[config.mk]
export PLATFORM = sky130hd
export DESIGN_NAME = lap_controller
export DESIGN_NICKNAME = d
export VERILOG_FILES = /design/src/rtl/lap_controller.sv
export SDC_FILE = /design/constraint.sdc
export NUM_CORES = 1
export LEC_CHECK = 0
export ABC_AREA = 1
export CAP_MARGIN = 20
export CORE_MARGIN = 2
export CORE_UTILIZATION = 54
export CTS_BUF_LIST = sky130_fd_sc_hd__clkbuf_4 sky130_fd_sc_hd__clkbuf_8
export CTS_CLUSTER_SIZE = 30
export DETAILED_ROUTE_END_ITERATION = 10
export PLACE_DENSITY_LB_ADDON = 0.05
export SYNTH_ARGS = -nofsm -noshare
export SYNTH_HDL_FRONTEND = slang
export SYNTH_SLANG_ARGS = --single-unit
[constraint.sdc]
create_clock -name pclk -period 2.4 [get_ports pclk]
set_clock_uncertainty 0.1 [all_clocks]
set_input_delay 0.36 -clock pclk [delete_from_list [all_inputs] [get_ports pclk]]
set_output_delay 0.36 -clock pclk [all_outputs]
set_load 0.01 [all_outputs]
[src/rtl/lap_controller.sv]
// ============================================================================
// Module      : lap_controller
// Description : Lap sequencer. It enforces in-order checkpoints, runs the lap
//               clock and detects lap timeouts. Defining LAP_BEST_TRACK_EN
//               enables best-lap tracking.
// Revision    : 1.0 - initial release
// ============================================================================
`default_nettype none

module lap_controller #(
  parameter int TICK_DIV      = 650000,
  parameter int N_CP          = 4,
  parameter int MAX_LAP_TICKS = 6000
) (
  input  logic            pclk,
  input  logic            rst,
  input  logic            game_active,
  input  logic            finish_hit,
  input  logic [N_CP-1:0] cp_hit,
  output logic            lap_finished,
  output logic            checkpoints_passed,
  output logic            max_lap_time_exceeded,
  output logic [13:0]     lap_time,
  output logic [13:0]     last_lap,
  output logic [7:0]      lap_count,
  output logic [13:0]     best_lap
);

  localparam int          PW       = (TICK_DIV > 1) ? $clog2(TICK_DIV) : 1;
  localparam logic [PW-1:0] PRESC_TOP = PW'(TICK_DIV - 1);
  localparam logic [13:0] LAP_MAX  = 14'(MAX_LAP_TICKS);

  typedef enum logic [1:0] {
    IDLE    = 2'd0,
    ARMED   = 2'd1,
    RUNNING = 2'd2
  } state_t;

  state_t          state_q, state_d;
  logic [PW-1:0]   presc_q, presc_d;
  logic [13:0]     lap_time_q, lap_time_d;
  logic [N_CP-1:0] mask_q, mask_d;
  logic [13:0]     last_lap_q, last_lap_d;
  logic [7:0]      lap_count_q, lap_count_d;
  logic            lap_finished_q, lap_finished_d;
  logic            cp_passed_q, cp_passed_d;
  logic            timeout_q, timeout_d;
  logic            valid_finish;
  logic            prefix_ok;
  logic [N_CP-1:0] cp_accept;

  // A checkpoint counts only when every lower-numbered one is already held.
  always_comb begin
    cp_accept = '0;
    prefix_ok = 1'b1;
    for (int i = 0; i < N_CP; i++) begin
      cp_accept[i] = cp_hit[i] & prefix_ok;
      prefix_ok    = prefix_ok & mask_q[i];
    end
  end

  always_comb begin
    state_d        = state_q;
    presc_d        = presc_q;
    lap_time_d     = lap_time_q;
    mask_d         = mask_q;
    last_lap_d     = last_lap_q;
    lap_count_d    = lap_count_q;
    lap_finished_d = 1'b0;
    timeout_d      = 1'b0;
    valid_finish   = 1'b0;

    if (!game_active) begin
      state_d    = IDLE;
      presc_d    = '0;
      lap_time_d = '0;
      mask_d     = '0;
    end else begin
      case (state_q)
        IDLE: begin
          presc_d    = '0;
          lap_time_d = '0;
          mask_d     = '0;
          state_d    = ARMED;
        end
        ARMED: begin
          lap_time_d = '0;
          if (finish_hit) begin
            state_d = RUNNING;
            mask_d  = '0;
            presc_d = '0;
          end
        end
        RUNNING: begin
          if (finish_hit) begin
            // Finish takes priority over both checkpoint hits and a timeout tick.
            lap_finished_d = 1'b1;
            valid_finish   = &mask_q;
            if (valid_finish) begin
              last_lap_d  = lap_time_q;
              lap_count_d = lap_count_q + 8'd1;
            end
            mask_d     = '0;
            lap_time_d = '0;
            presc_d    = '0;
          end else begin
            mask_d = mask_q | cp_accept;
            if (presc_q == PRESC_TOP) begin
              presc_d = '0;
              if (lap_time_q + 14'd1 == LAP_MAX) begin
                timeout_d  = 1'b1;
                mask_d     = '0;
                lap_time_d = '0;
                state_d    = ARMED;
              end else begin
                lap_time_d = lap_time_q + 14'd1;
              end
            end else begin
              presc_d = presc_q + PW'(1);
            end
          end
        end
        default: state_d = IDLE;
      endcase
    end

    cp_passed_d = lap_finished_d ? (&mask_q) : (&mask_d);
  end

  always_ff @(posedge pclk) begin
    if (rst) begin
      state_q        <= IDLE;
      presc_q        <= '0;
      lap_time_q     <= '0;
      mask_q         <= '0;
      last_lap_q     <= '0;
      lap_count_q    <= '0;
      lap_finished_q <= 1'b0;
      cp_passed_q    <= 1'b0;
      timeout_q      <= 1'b0;
    end else begin
      state_q        <= state_d;
      presc_q        <= presc_d;
      lap_time_q     <= lap_time_d;
      mask_q         <= mask_d;
      last_lap_q     <= last_lap_d;
      lap_count_q    <= lap_count_d;
      lap_finished_q <= lap_finished_d;
      cp_passed_q    <= cp_passed_d;
      timeout_q      <= timeout_d;
    end
  end

`ifdef LAP_BEST_TRACK_EN
  logic [13:0] best_lap_q, best_lap_d;

  // Strict compare: a tie keeps the earlier record.
  always_comb begin
    best_lap_d = best_lap_q;
    if (valid_finish && (lap_time_q < best_lap_q)) best_lap_d = lap_time_q;
  end

  always_ff @(posedge pclk) begin
    if (rst) best_lap_q <= 14'h3FFF;
    else     best_lap_q <= best_lap_d;
  end

  assign best_lap = best_lap_q;
`else
  assign best_lap = 14'h3FFF;
`endif

  assign lap_finished          = lap_finished_q;
  assign checkpoints_passed    = cp_passed_q;
  assign max_lap_time_exceeded = timeout_q;
  assign lap_time              = lap_time_q;
  assign last_lap              = last_lap_q;
  assign lap_count             = lap_count_q;

endmodule

`default_nettype wire

# Yosys cells after proc, flatten, opt, wreduce, memory -nomap -nowiden
# Cells that the tools add are included.
[word_totals] ram_bits=0 out_inout_bits=53 inputBits=8 regBits=65 mem_bits_ro=0 wordCells=66 latch_bits=0 memories=0
[classes] div_mod_pow=0 mux=24 shift=0 n_lt_le_gt_ge=0 reduce_logical=12 n_eq_ne=9 add_sub_neg=3 multipliers=0 bitwise=9
[ops] cell="$mux W20" n=3
[ops] cell="$pmux W20 S3" n=1
[ops] cell="$mux W14" n=3
[ops] cell="$pmux W14 S2" n=1
[ops] cell="$add A20 B1 Y20 const B" n=1
[ops] cell="$eq A20 B20 Y1 const B" n=1
[ops] cell="$mux W4" n=5
[ops] cell="$add A14 B1 Y14 const B" n=1
[ops] cell="$eq A14 B13 Y1 const B" n=1
[ops] cell="$pmux W4 S3" n=1
[ops] cell="$reduce_and A4 Y1" n=3
[ops] cell="$add A8 B1 Y8 const B" n=1
[ops] cell="$mux W2" n=4
[ops] cell="$ne A2 B2 Y1 const B" n=4
[ops] cell="$reduce_and A7 Y1" n=1
[ops] cell="$pmux W2 S3" n=1
[ops] cell="$and A1 B1 Y1" n=5
[ops] cell="$mux W1" n=5
[ops] cell="$reduce_or A5 Y1" n=1
[ops] cell="$or A4 B4 Y4" n=1
[ops] cell="$reduce_and A2 Y1" n=2
[ops] cell="$reduce_or A2 Y1" n=2
[ops] cell="$ne A3 B3 Y1 const B" n=1
[ops] cell="$not A1 Y1" n=3
[ops] cell="other kinds (5)" n=5

# Logic depth before layout (Yosys ltp)
# Gate-level depths: netlist (run 1).
[logic_depth] depth_word=11 ltp_mapped=17 ltp_nobuf=17

# Worst setup path before layout (run 1)
# OpenSTA, ideal clock, no wires.
[synth_path] path_type="reg-to-reg" from="register lap_time_q[0], in the netlist lap_time[0]" to="register cp_passed_q, in the netlist checkpoints_passed" path_stages_with_launch=13 setup_slack_ps=335 period_less_slack_ps=2065 arrival_ps=1841 setup_time_ps=124 path_cell_list="dfxtp_1 > ha_1 > nand2_1 > nor2_2 > nand2_1 > o21ai_1 > nand2_1 > nor2_1 > nand3_1 > a21boi_0 > nor2_1 > nand2_1 > a21oi_1"
[synth_between] elab_chain_len=9
[synth_lines] element="from (decl)" line_no="41" text="logic [13:0] lap_time_q, lap_time_d;"
[synth_lines] element="from (signal assigned)" line_no="144" text="lap_time_q <= lap_time_d;"
[synth_lines] element="$add A14 B1 Y14" line_no="110" text="if (lap_time_q + 14'd1 == LAP_MAX) begin"
[synth_lines] element="$eq A14 B13 Y1" line_no="110"
[synth_lines] element="$mux W4" line_no="110"
[synth_lines] element="$mux W4" line_no="108" text="if (presc_q == PRESC_TOP) begin"
[synth_lines] element="$mux W4" line_no="95" text="if (finish_hit) begin"
[synth_lines] element="$pmux W4 S3" line_no="79" text="case (state_q)"
[synth_lines] element="$mux W4" line_no="73" text="if (!game_active) begin"
[synth_lines] element="$reduce_and A4 Y1" line_no="127" text="cp_passed_d = lap_finished_d ? (&mask_q) : (&mask_d);"
[synth_lines] element="$mux W1" line_no="127"
[synth_lines] element="to (signal assigned)" line_no="149" text="cp_passed_q <= cp_passed_d;"
[synth_lines] element="to (decl)" line_no="46" text="logic cp_passed_q, cp_passed_d;"
# Every way passes these cells.
# A chain may end at the register's enable or synchronous reset.

# Final worst setup path (run 1)
[layout_path] from="register lap_time_q[2], in the netlist lap_time[2]" to="register cp_passed_q, in the netlist checkpoints_passed"
# Same word-level chain as after synthesis.

==> results_dict.tcl, run 1 <==
set metrics [dict create \
    critPathArrivalTime_ns 2.36 \
    root_buffer "clkbuf_8" \
    synthMuxAreaShare_pct 0 \
    track_usage_pct 25.1 \
    grt_overflow 0 \
    hold_buffers 0 \
    crit_chain "buf_4, nand2_1, nor2_4, nand2_1, o21ai_1, nand2_1, nor2_1, nand3_1, a21boi_1, nor2_1, nand2_1, a21oi_1" \
    drc 0 \
    ys_ff_latch 65 \
    crit_required_ns 2.55 \
    vias 3435 \
    synthesis.area_um2 3370 \
    powerDensity_nw_per_um2 505 \
    die_x_um 83.0 \
    final_common_cell "nand2_1" \
    synth_cell_types 39 \
    power.leakage_uw 0.00157 \
    min_period_over_period_pct 92.1 \
    cts.sinks 65 \
    finalHoldViolations 0 \
    synth-simple-area-share_pct 34.2 \
    cts_tree "done" \
    grtUsageMet1_pct 29.5 \
    layout_min_cycle_time_ns 2.21 \
    clk_latency_ns 0.35 \
    criticalPathCategory "flop to flop" \
    via_per_inst 5.34 \
    coreArea_um2 5990 \
    slowest_stage "dfxtp_1" \
    synth.avg_cell_area_um2 6.76 \
    dp_slack_ns -0.0146 \
    synth_top_area_share_pct 38.6 \
    syn-instance-count 499 \
    peakVddDrop_mv 0.362 \
    io_pins 61 \
    worstMarginPinSlew_ns 0.615 \
    rsz0062_at_grt "no" \
    fillers 530 \
    numCtsBuffers 9 \
    start_kind "flop" \
    cap_violations 0 \
    antenna_found_initial 0 \
    cts_max_path_buffers 2 \
    synth_warnings 0 \
    tns_ns 0 \
    worstHoldStart "lap_count[7]" \
    path_max_fanout 7 \
    synthToLayoutAreaGrowth_pct 24.3 \
    max_freq_mhz 452 \
    critPathCaptureType "flop" \
    clk_pin_slew_ns 0.08 \
    gr-usage-met2_pct 43.5 \
    min_path_type "flop to flop" \
    yosysSeqAreaShare_pct 38.6 \
    die_y_um 83.0 \
    critPathMaxStageDelay_ns 0.48 \
    worst_path_most_repeated_cell "nand2_1" \
    grt_pass1_vias 3159 \
    place_hpwl_um 6430 \
    portBuffers 46 \
    placed_area_um2 3960 \
    use_met3_pct 4.97 \
    gp_congestion 0.897 \
    wirelength_um 8580 \
    drive_above_1_share_pct 11.1 \
    setup_ws_ns 0.189 \
    wl_per_cell_um 13.3 \
    design_area_um2 4190 \
    fp.dieArea_um2 6890 \
    synthAdderAreaFrac_pct 1.11 \
    yosysTopAreaCell "dfxtp_1" \
    synth_top_family_by_area "simple AND/OR/NAND/NOR gates" \
    max-slew-margin-rel_pct 58.5 \
    postRouteAntennaNets 0 \
    grt_pass1_wl_um 14200 \
    fp-row-count 28 \
    firstDrtPassIters 6 \
    critPathLaunch "lap_time[2]" \
    antenna_cells 0 \
    status "complete, no violations" \
    final_cell_mix "99 x nand2_1, 63 x dfxtp_1, 59 x inv_1" \
    synth-xor-area-share_pct 0.779 \
    setup_viol_count_final 0 \
    initial_core_util_pct 56.3 \
    grt_max_degree 28 \
    ctsHtreeMaxLevel 3 \
    synth_area_leaders "dfxtp_1 39%, nand2_1 11%, inv_1 6.6%" \
    finalNetCount 574 \
    synth_compound_area_share_pct 13.9 \
    top_usage_layer "met2" \
    r2r_start "lap_time[2]" \
    slew_viol_final 0 \
    drtIter0Drc 246 \
]
-- state kept, by name, summed over array words and instances (netlist names) --
| register | count |
|---|---|
| lap_finished | 1 |
| checkpoints_passed | 1 |
| mask_q | 4 |
| state_q | 2 |
| last_lap | 14 |
| presc_q | 20 |
| max_lap_time_exceeded | 1 |
| lap_time | 14 |
| lap_count | 8 |
-- layer usage --
layer | share of wire, % | vias up | wire [µm]
li1 | - | 1738 | -
met3 | 4.2 | 33 | 359
met1 | 42 | 1554 | 3650
met4 | 3.8 | 0 | 322
met2 | 50 | 110 | 4250
met5 | 0 | - | 0
-- logic make-up after synthesis --
group / Yosys count
adders and majority gates: 3
other: 1
DFF: 65
buffers and inverters: 87
and+or+nand+nor: 252
xor gates and xnor gates: 3
AOI/OAI and AO/OA: 88
-- metrics by stage --
stage | hold WS [ns] | util (%) | std cells | total power, µW
3_5_place_dp | 0.364 | 66.0 | 626 | 1180
5_1_grt | 0.409 | 70.0 | 643 | 2190
4_1_cts | 0.380 | 69.4 | 642 | 2120
2_1_floorplan | 0.329 | - | 512 | 1170
3_3_place_gp | 0.359 | 66.0 | 626 | 1180
6_report | 0.374 | 70.0 | 643 | 2120
-- synth_stat cells --
cell type / number
inv_1: 59
nor2_4: 3
conb_1: 1
nor4_1: 2
o31ai_1: 1
o21ai_0: 36
inv_2: 5
o21a_1: 2
nand4_1: 11
clkbuf_1: 6
ha_1: 3
nand3_1: 36
buf_4: 14
or2_2: 1
nand2_2: 5
nor3_1: 20
buf_1: 1
nand2_1: 99
nor3_2: 1
a21boi_0: 1
a211oi_1: 1
a21oi_1: 41
nor2_2: 7
nand2_4: 1
buf_2: 2
nor3b_1: 3
dfxtp_1: 65
a21oi_2: 1
nand4_2: 1
nand3b_1: 1
o211ai_1: 1
xor2_1: 3
nor2_1: 58
nor2b_1: 1
o22ai_1: 1
and3_1: 1
o32ai_1: 2
o21ai_1: 1
nor4_2: 1
-- power breakdown --
part	leakage [µW]	switching [µW]	internal, µW
clock network	0.0000962	471	486
logic	0.000949	50.2	28.6
registers	0.000525	2.12	1080
-- repair_timing --
item / in CTS / in global routing
resized for setup: 1 / 8
cloned: 0 / 1
setup endpoints to repair: 1 / 15
pin swaps: 0 / 1
setup buffers: 0 / 0
-- area by class of cell --
| cell class | count | area (µm²) | share of cell area [%] |
|---|---|---|---|
| multi-input combinational | 361 | 1780 | 42.3 |
| clock buffer | 9 | 124 | 2.95 |
| clock inverter | 7 | 76.3 | 1.82 |
| sequential | 65 | 1300 | 31.1 |
| timing repair buffer | 62 | 581 | 13.8 |
| inverter | 64 | 240 | 5.73 |
| tap | 75 | 93.8 | 2.24 |
-- critical path: cells and delay by family, from the launching register on --
| family | cells | cell delay (ns) |
|---|---|---|
| and+or+nand+nor | 8 | 0.89 |
| DFF | 1 | 0.48 |
| AOI/OAI and AO/OA | 3 | 0.46 |
| buffers and inverters | 1 | 0.18 |
-- worst paths after layout --
path / endpoint / slack [ns] / cells after the start
setup / recovery: checkpoints_passed / 0.19 / 12
hold / removal: lap_count[7] / 0.37 / 2
setup reg to reg: checkpoints_passed / 0.19 / 12
hold reg to reg: lap_count[7] / 0.37 / 2
No activity file was read; power rests on OpenSTA's default activity.
==> run 2, diff against run 1 <==
--- a/constraint.sdc
+++ b/constraint.sdc
@@ -4,2 +4,2 @@
 set_output_delay 0.36 -clock pclk [all_outputs]
-set_load 0.01 [all_outputs]
+set_load 0.05 [all_outputs]
==> results of run 2 <==
Same layout as run 1 (identical final DEF). Status: complete, no violations.
Main changes from that run: total power 2120 µW -> 2160 µW; worst IR drop on VDD 0.362 mV -> 0.364 mV
==> run 3, diff against run 2 <==
- CORE_UTILIZATION: 54 -> 59
- clock period: 2.4 -> 2.6 ns (I/O delays scaled with it)
==> run 3 against run 2 <==
Maximum frequency shrank 5.1%. Flip-flop and latch count is the same. Non-clock buffer count shrank 8. Worst setup slack gained 0.082 ns. Largest power group is now clock. Largest cell class unchanged.
==> results_dict.tcl, run 3 (synthesis gave the netlist of run 1 again) <==
set metrics [dict create \
    min_path_type "flop to flop" \
    critPathArrivalTime_ns 2.49 \
    path_max_fanout 10 \
    initial_core_util_pct 61.3 \
    r2r.worst_path.cells 13 \
    wl_met3_um 446 \
    clk_pin_slew_ns 0.07 \
    design_power_total_uw 2260 \
    crit_buf_inv 0 \
    crit_required_ns 2.76 \
    final_cell_mix "99 x nand2_1, 65 x dfxtp_1, 59 x inv_1" \
    wirelength_um 8390 \
    via_per_inst 5.41 \
    fin_util_pct 75.6 \
    max-slew-margin-rel_pct 64.2 \
    wl_met2_um 4170 \
    cap_violations 0 \
    start_kind "flop" \
    grt_pass1_vias 3159 \
    placed_area_um2 3890 \
    drc 0 \
    finalHoldViolations 0 \
    finalNetCount 565 \
    hold_buffers 0 \
    gp_congestion 0.962 \
    multi_input_area_um2 1740 \
    portBuffers 46 \
    post_cts_buffers 0 \
    clock_power_share_pct 51.4 \
    numCtsBuffers 9 \
    critPathCaptureType "flop" \
    clk_latency_ns 0.35 \
    seqPwrFrac_pct 44.1 \
    layout_min_cycle_time_ns 2.33 \
    min_period_over_period_pct 89.6 \
    met1Wirelength_um 3550 \
    root_buffer "clkbuf_8" \
    drive_above_1_share_pct 9.12 \
    powerDensity_nw_per_um2 543 \
    io_pins 61 \
    grt_max_degree 28 \
    coreArea_um2 5510 \
    cts.sinks 65 \
    peakVddDrop_mv 0.425 \
    tns_ns 0 \
    cp_top_family "simple AND/OR/NAND/NOR gates" \
    power_frac_comb_pct 4.5 \
    cts_max_path_buffers 2 \
    final_common_cell "nand2_1" \
    synthToLayoutAreaGrowth_pct 23.4 \
    design_area_um2 4160 \
    worst_path_most_repeated_cell "nand2_1" \
    firstDrtPassIters 4 \
    fp-row-count 27 \
    die_y_um 79.6 \
    slowest_stage "dfxtp_1" \
    rsz0062_at_grt "no" \
    grt_pass1_wl_um 13900 \
    status "complete, no violations" \
    cts_tree "done" \
    setup_viol_count_final 0 \
    top_register "presc_q" \
    die_x_um 79.6 \
    switching_share_pct 21.8 \
    fillers 426 \
    wl_per_cell_um 13.3 \
    track_usage_pct 28.1 \
    place_hpwl_um 6260 \
    switchingPower_uw 492 \
    drtIter0Drc 179 \
    worstMarginPinSlew_ns 0.535 \
    whs_path_depth 2 \
    crit_chain "ha_2, nand2_1, nor2_2, nand2_1, nand2_1, nand2_1, nand3_1, nor2_1, nand2_1, nand2_2, nor2_4, nand3_1, o21ai_0" \
    postRouteAntennaNets 0 \
    internal-power_uw 1770 \
    hold_slack_ns 0.381 \
    antenna_found_initial 0 \
    ctsHtreeMaxLevel 3 \
    max_freq_mhz 429 \
    antenna_cells 0 \
    fp.dieArea_um2 6340 \
    grt_overflow 0 \
    seq_area_um2 1300 \
    criticalPathCategory "flop to flop" \
    power.leakage_uw 0.00157 \
    slew_viol_final 0 \
    highest_layer "met4" \
    vias 3414 \
    largest_reg_flops 20 \
    critPathMaxStageDelay_ns 0.43 \
    worst-path-stages 13 \
]
-- run 3: path summary, 6_finish.rpt --
kind,startpoint,to,slack (ns)
worst max-delay path,lap_time[0],lap_time[7],0.27
worst min-delay path,lap_count[7],lap_count[7],0.38
worst max register to register,lap_time[0],lap_time[7],0.27
worst min register to register,lap_count[7],lap_count[7],0.38
-- run 3: timing repair --
action / 4_1_cts / 5_1_grt
endpoints found under the setup margin: 0 / 10
endpoints found under the hold margin: 0 / 0
gates resized for setup: 0 / 1
-- run 3: layout make-up --
cell class	count	share of cell area, %
Clock buffer	10	3.16
Tap cell	72	2.16
Timing Repair Buffer	54	12.5
Sequential cell	65	31.3
Multi-Input combinational cell	360	41.8
Inverter	64	5.77
Clock inverter	6	3.31
-- run 3: per-stage QoR --
stage               instances  setup WS [ns]
finish                    631          0.271
CTS                       631          0.253
global placement          615          0.204
detailed placement        615          0.132
floorplan                 512          0.209
global route              631        0.00914
-- run 3: power by group through the flow --
stage	sequential (µW)	combinational [µW]	clock, µW
3_3_place_gp	1020	98.6	0
3_5_place_dp	1020	99.5	0
6_report	998	101	1160
4_1_cts	998	99.9	1170
2_1_floorplan	1020	91.2	0
5_1_grt	998	107	1220
-- run 3: per-layer routing --
metal  up-vias  global-route usage [%]
li1       1720                       -
met3        18                    7.24
met4         0                    13.1
met5         -                       0
met2       107                    47.2
met1      1569                    33.3
-- run 3: worst min-delay path: stages (launching register included) --
cell     delay [ns]
dfxtp_1        0.32
inv_1          0.06
a21oi_1        0.06
